===== config.mk =====
export PLATFORM = sky130hd
export DESIGN_NAME = dcache_data_ctrl
export DESIGN_NICKNAME = d
export VERILOG_FILES = /design/src/rtl/dcache_pkg.sv /design/src/rtl/dcache_fwd_merge.sv /design/src/rtl/dcache_data_ctrl.sv
export SDC_FILE = /design/constraint.sdc
export NUM_CORES = 1
export LEC_CHECK = 0
export ABC_CLOCK_PERIOD_IN_PS = 2700
export CORE_AREA = 2 2 88 90
export CTS_CLUSTER_DIAMETER = 100
export DETAILED_ROUTE_END_ITERATION = 6
export DIE_AREA = 0 0 90 92
export GPL_TIMING_DRIVEN = 0
export PLACE_DENSITY = 0.82
export SKIP_CTS_REPAIR_TIMING = 1
export SLEW_MARGIN = 5
export SYNTH_ARGS = -nofsm -noshare
export SYNTH_HDL_FRONTEND = slang
export SYNTH_SLANG_ARGS = --single-unit
export TNS_END_PERCENT = 100

===== constraint.sdc =====
create_clock -name clk -period 2.7 [get_ports clk]
set_clock_uncertainty 0.2 [all_clocks]
set_input_delay 0.27 -clock clk [delete_from_list [all_inputs] [get_ports clk]]
set_output_delay 0.27 -clock clk [all_outputs]
set_load 0.1 [all_outputs]

===== src/rtl/dcache_pkg.sv =====
// Shared definitions for the D-cache data SRAM controller: size defaults,
// controller state encoding and the line-index width helper.
package dcache_pkg;

  localparam int unsigned ADDR_WIDTH_DEF = 9;
  localparam int unsigned DATA_WIDTH_DEF = 32;
  localparam int unsigned BE_WIDTH_DEF   = DATA_WIDTH_DEF / 8;
  localparam int unsigned LINE_WORDS_DEF = 8;

  typedef enum logic [1:0] {
    StIdle,
    StRefill,
    StDone
  } dcache_state_e;

  // Width of a line index: word address minus the word-in-line offset bits.
  function automatic int unsigned line_idx_width(input int unsigned addr_width,
                                                 input int unsigned line_words);
    return addr_width - $clog2(line_words);
  endfunction

endpackage


===== src/rtl/dcache_fwd_merge.sv =====
// Byte-wise merge of a forwarded write into SRAM read data. Bytes whose
// forwarded enable is set come from the write, the rest from the SRAM.
module dcache_fwd_merge #(
  parameter int unsigned DATA_WIDTH = 32,
  parameter int unsigned BE_WIDTH   = DATA_WIDTH / 8
) (
  input  logic                  hit_i,
  input  logic [DATA_WIDTH-1:0] rd_data_i,
  input  logic [DATA_WIDTH-1:0] fwd_data_i,
  input  logic [BE_WIDTH-1:0]   fwd_be_i,
  output logic [DATA_WIDTH-1:0] data_o
);

  // Overlay forwarded bytes on the SRAM word.
  always_comb begin
    data_o = rd_data_i;
    for (int b = 0; b < BE_WIDTH; b++) begin
      if (hit_i && fwd_be_i[b]) begin
        data_o[8*b +: 8] = fwd_data_i[8*b +: 8];
      end
    end
  end

endmodule


===== src/rtl/dcache_data_ctrl.sv =====
// D-cache data SRAM controller: arbitrates the single SRAM write port between
// line refills and CPU stores, drives the read port for loads and sequences
// refill bursts. Optional macro DCACHE_FWD_EN forwards a same-cycle write to a
// colliding load instead of retrying the load.
module dcache_data_ctrl
  import dcache_pkg::*;
#(
  parameter int unsigned ADDR_WIDTH = ADDR_WIDTH_DEF,
  parameter int unsigned DATA_WIDTH = DATA_WIDTH_DEF,
  parameter int unsigned BE_WIDTH   = BE_WIDTH_DEF,
  parameter int unsigned LINE_WORDS = LINE_WORDS_DEF
) (
  input  logic                                                clk,
  input  logic                                                rst_n,
  input  logic                                                ld_req,
  input  logic [ADDR_WIDTH-1:0]                               ld_addr,
  output logic                                                ld_gnt,
  output logic                                                ld_rvalid,
  output logic [DATA_WIDTH-1:0]                               ld_rdata,
  input  logic                                                st_req,
  input  logic [ADDR_WIDTH-1:0]                               st_addr,
  input  logic [DATA_WIDTH-1:0]                               st_data,
  input  logic [BE_WIDTH-1:0]                                 st_be,
  output logic                                                st_gnt,
  input  logic                                                rf_start,
  input  logic [line_idx_width(ADDR_WIDTH, LINE_WORDS)-1:0]   rf_line,
  input  logic                                                rf_wvalid,
  input  logic [DATA_WIDTH-1:0]                               rf_wdata,
  output logic                                                rf_wready,
  output logic                                                rf_done,
  output logic                                                busy,
  output logic                                                sram_wr_en,
  output logic [ADDR_WIDTH-1:0]                               sram_wr_addr,
  output logic [DATA_WIDTH-1:0]                               sram_wr_data,
  output logic [BE_WIDTH-1:0]                                 sram_wr_byte_en,
  output logic [ADDR_WIDTH-1:0]                               sram_rd_addr,
  input  logic [DATA_WIDTH-1:0]                               sram_rd_data
);

  localparam int unsigned CntW  = $clog2(LINE_WORDS);
  localparam int unsigned LineW = line_idx_width(ADDR_WIDTH, LINE_WORDS);
  localparam logic [CntW-1:0] CntLast = CntW'(LINE_WORDS - 1);

  dcache_state_e          state_q, state_d;
  logic [CntW-1:0]        cnt_q, cnt_d;
  logic [LineW-1:0]       line_q, line_d;
  logic                   ld_rvalid_q;
  logic                   rf_wr;
  logic                   ld_in_line;
  logic                   wr_hit;
  logic [DATA_WIDTH-1:0]  rd_word;

  // Refill sequencing and store grant; refill owns the write port while active.
  always_comb begin
    state_d   = state_q;
    cnt_d     = cnt_q;
    line_d    = line_q;
    st_gnt    = 1'b0;
    rf_wready = 1'b0;
    unique case (state_q)
      StIdle: begin
        if (rf_start) begin
          line_d  = rf_line;
          cnt_d   = '0;
          state_d = StRefill;
        end else begin
          st_gnt = st_req;
        end
      end
      StRefill: begin
        rf_wready = 1'b1;
        if (rf_wvalid) begin
          cnt_d = cnt_q + 1'b1;
          if (cnt_q == CntLast) begin
            state_d = StDone;
          end
        end
      end
      StDone: begin
        st_gnt  = st_req;
        state_d = StIdle;
      end
      default: state_d = StIdle;
    endcase
  end

  // Write-port mux: a refill word wins, otherwise the granted store.
  always_comb begin
    rf_wr           = rf_wready & rf_wvalid;
    sram_wr_en      = st_gnt | rf_wr;
    sram_wr_addr    = rf_wr ? {line_q, cnt_q} : st_addr;
    sram_wr_data    = rf_wr ? rf_wdata : st_data;
    sram_wr_byte_en = rf_wr ? {BE_WIDTH{1'b1}} : st_be;
  end

  // Load grant: block loads into the line being refilled and, without
  // forwarding, loads that hit the word being written this cycle.
  always_comb begin
    sram_rd_addr = ld_addr;
    ld_in_line   = (state_q == StRefill) && (ld_addr[ADDR_WIDTH-1:CntW] == line_q);
    wr_hit       = sram_wr_en && (sram_wr_addr == ld_addr);
`ifdef DCACHE_FWD_EN
    ld_gnt       = ld_req & ~ld_in_line;
`else
    ld_gnt       = ld_req & ~ld_in_line & ~wr_hit;
`endif
  end

  // Controller state and load-valid pipeline.
  always_ff @(posedge clk or negedge rst_n) begin
    if (!rst_n) begin
      state_q     <= StIdle;
      cnt_q       <= '0;
      line_q      <= '0;
      ld_rvalid_q <= 1'b0;
    end else begin
      state_q     <= state_d;
      cnt_q       <= cnt_d;
      line_q      <= line_d;
      ld_rvalid_q <= ld_gnt;
    end
  end

`ifdef DCACHE_FWD_EN
  logic                  fwd_hit_q;
  logic [DATA_WIDTH-1:0] fwd_data_q;
  logic [BE_WIDTH-1:0]   fwd_be_q;

  // Capture the write that collides with a granted load.
  always_ff @(posedge clk or negedge rst_n) begin
    if (!rst_n) begin
      fwd_hit_q  <= 1'b0;
      fwd_data_q <= '0;
      fwd_be_q   <= '0;
    end else begin
      fwd_hit_q <= ld_gnt & wr_hit;
      if (ld_gnt && wr_hit) begin
        fwd_data_q <= sram_wr_data;
        fwd_be_q   <= sram_wr_byte_en;
      end
    end
  end

  dcache_fwd_merge #(
    .DATA_WIDTH (DATA_WIDTH),
    .BE_WIDTH   (BE_WIDTH)
  ) u_fwd_merge (
    .hit_i      (fwd_hit_q),
    .rd_data_i  (sram_rd_data),
    .fwd_data_i (fwd_data_q),
    .fwd_be_i   (fwd_be_q),
    .data_o     (rd_word)
  );
`else
  assign rd_word = sram_rd_data;
`endif

  // SRAM read data lands one cycle after the grant; hold zero otherwise.
  always_comb begin
    ld_rvalid = ld_rvalid_q;
    ld_rdata  = ld_rvalid_q ? rd_word : '0;
    rf_done   = (state_q == StDone);
    busy      = (state_q != StIdle);
  end

endmodule


==> results of run 1 <==
-- metrics by stage --
stage	utilization, %	cell area, um2	total power [mW]
final	54.07	4026	3.309
after detailed placement	53.78	4005	3.249
after CTS	54.33	4046	3.418
after floorplan	-	1655	2.498
after global placement	53.78	4005	3.225
after global routing	54.07	4026	3.456
-- layout by cell type (no fill, tap or decap), types with 2 or more instances in the layout --
cell type,netlist,final
clkdlybuf4s50_1,0,144
nand2_1,121,82
nand2_2,1,40
dlymetal6s2s_1,0,37
and2_1,33,33
buf_2,0,18
clkbuf_4,0,14
buf_4,9,13
clkbuf_2,0,12
dfrtp_1,12,12
clkbuf_1,12,7
xor2_1,6,6
xnor2_1,6,6
inv_1,5,5
mux2_2,7,5
nand2b_1,4,4
o21ai_0,4,4
diode_2,0,3
nor2b_1,3,3
clkbuf_8,0,3
buf_6,1,2
mux2_4,0,2
nor2_1,2,2
nand4_1,2,2
a22o_1,2,2
ha_1,2,2
-- layout make-up --
class / count / area, um2 / area share, %
Timing Repair Buffer: 226 / 2181 / 54.16
Inverter: 5 / 18.77 / 0.4661
Tap cell: 102 / 127.6 / 3.170
Antenna cell: 3 / 7.507 / 0.1865
Multi-Input combinational cell: 206 / 1225 / 30.42
Clock buffer: 3 / 41.29 / 1.025
Buffer: 21 / 125.1 / 3.108
Sequential cell: 12 / 300.3 / 7.458
-- state kept, by name, indices dropped and copies added, names as in the netlist --
| signal | flops |
|---|---|
| line_q | 6 |
| ld_rvalid | 1 |
| state_q | 2 |
| cnt_q | 3 |
-- worst max-delay path, cell delays in order --
cell             delay (ns)
clkdlybuf4s50_1        0.55
xnor2_1                0.15
nand4_1                0.13
nor4_2                 0.30
o21ai_0                0.20
o311a_4                0.35
buf_6                  0.19
-- routing by layer --
metal  global-route usage, %  up-vias  wire length, um
li1                        -     1214                -
met1                   16.68     1097             2752
met2                   36.47      155             4218
met3                   6.491       10              734
met4                   4.103        0              215
met5                       0        -                0
-- power by group --
group | switching (mW) | total [mW] | internal, mW | leakage [nW]
combinational | 2.12 | 2.82 | 0.700 | 2.10
sequential | 0.0764 | 0.331 | 0.254 | 0.145
clock | 0.0638 | 0.162 | 0.0981 | 0.0216
total | 2.26 | 3.31 | 1.05 | 2.26
-- final timing paths --
check	from	to	cells after the start
max	ld_addr[8]	ld_gnt	7
min	rst_n	state_q[0]$_DFFE_PN0P_	1
max reg2reg	state_q[0]$_DFFE_PN0P_	ld_rvalid$_DFF_PN0_	5
min reg2reg	cnt_q[2]$_DFFE_PN0P_	cnt_q[2]$_DFFE_PN0P_	1
max in group asynchronous	rst_n	line_q[3]$_DFFE_PN0P_	1
min in group clk	cnt_q[2]$_DFFE_PN0P_	cnt_q[2]$_DFFE_PN0P_	1
-- cell families after synthesis --
kind of cell	after synthesis	share of synthesized area [%]
AOI/OAI and AO/OA	12	6.749
xor gates and xnor gates	12	6.829
adders and majority gates	2	1.626
buffers and inverters	27	9.268
DFF	12	19.51
muxes	7	5.122
and+or+nand+nor	173	50.90
==> results.cfg, run 1 <==
[outcome]
status = completed

[floorplan]
die_area_um2 = 8280
ios = 223
die_w_um = 90
start_util_pct = 20.67
die_h_um = 92
coreArea_um2 = 7447
fp-row-count = 32

[synthesis]
ys_warn_count = 0
synth_commonest_cells = nand2_1, and2_1, clkbuf_1, dfrtp_1, buf_4
synth-seq-area-share_pct = 19.51
synth_area_leaders = nand2_1, dfrtp_1, and2_1, mux2_2, buf_4
yosysTopAreaCellShare_pct = 29.51
synthCells = 245
synth-edff-count = 0
synth.most_common_cell = nand2_1
async_flop_share_pct = 100.0
ys_seq_elements = 12
synth.avg_cell_area_um2 = 6.282
synth.cell_area_um2 = 1539
synth_largest_area_cell = nand2_1
synth_fp_nets = 377
ys_types = 30
ys.flop_type = dfrtp_1

[sta]
setup_tns_ns = 0
slew_violations = 0
period_minus_slack_ns = 2.604
slew_headroom_pct = 32.00
worst_pin_slew_ns = 1.017
setup_ws_ns = 0.09601
period_share_pct = 96.44
hold_slack_ns = 0.1919
setup_viol = 0
hold_violations = 0
maxClockFrequency_mhz = 384.0

[critical_path]
arrival_ns = 2.13
worstPathMaxFanout = 3
critPathCaptureType = primary output
ff2ff_setup_slack_ns = 0.69
startpoint_type = input pin
cp_data_required_time_ns = 2.23
critPathKind = in -> out

[place]
place_congestion = 0.7633
pre_cts_ws_ns = -0.8317
place_inst = 569
io_buffers = 222
place_hpwl_um = 6850

[power_and_ir_drop]
max-vdd-ir-drop_v = 0.0005113
leakagePower_nw = 2.262
powerDensity_nw_per_um2 = 821.9

[finish]
fillCellCount = 728
layout.nets = 607
area_growth_pct = 161.6
drive_gt1_share_pct = 24.52
stdcell_count = 578

[cts]
h-tree-depth = 1
numClockSinks = 12
cts_made_buffers = 3
cts_tree = yes
clk_pin_slew_ns = 0.05
cts.path.max_buffers = 2
ctsRootBufferMaster = clkbuf_8
clk_latency_ns = 0.24

[route]
drc_errors = 0
postRouteAntennaNets = 0
finalWirelength_um = 7920
drt-pass1-iter-count = 4
wl_per_cell_um = 13.70
viasPerCell = 4.284
drtIter0Drc = 28
num_vias = 2476

[grt]
grt_pass1_wl_um = 12080
grt.total_usage_pct = 17.86
grt_pass1_vias = 2583
antenna_found_initial = 3
gr-total-overflow = 0
grt_max_degree = 13

[flow_run]
maxCapViolations = 0

[hold_path]
hp-class = in -> async
Note: power is estimated with default switching activity, not from simulation.
==> run 2, diff against run 1 <==
GPL_ROUTABILITY_DRIVEN = 0   (was not set)
==> results of run 2 <==
Same layout as run 1: the final DEF is identical, and so are final timing and power.
==> run 3, diff against run 2 <==
HOLD_SLACK_MARGIN = 0.03   (was not set)
==> results of run 3 <==
Same layout as run 1: the final DEF is identical, and so are final timing and power.
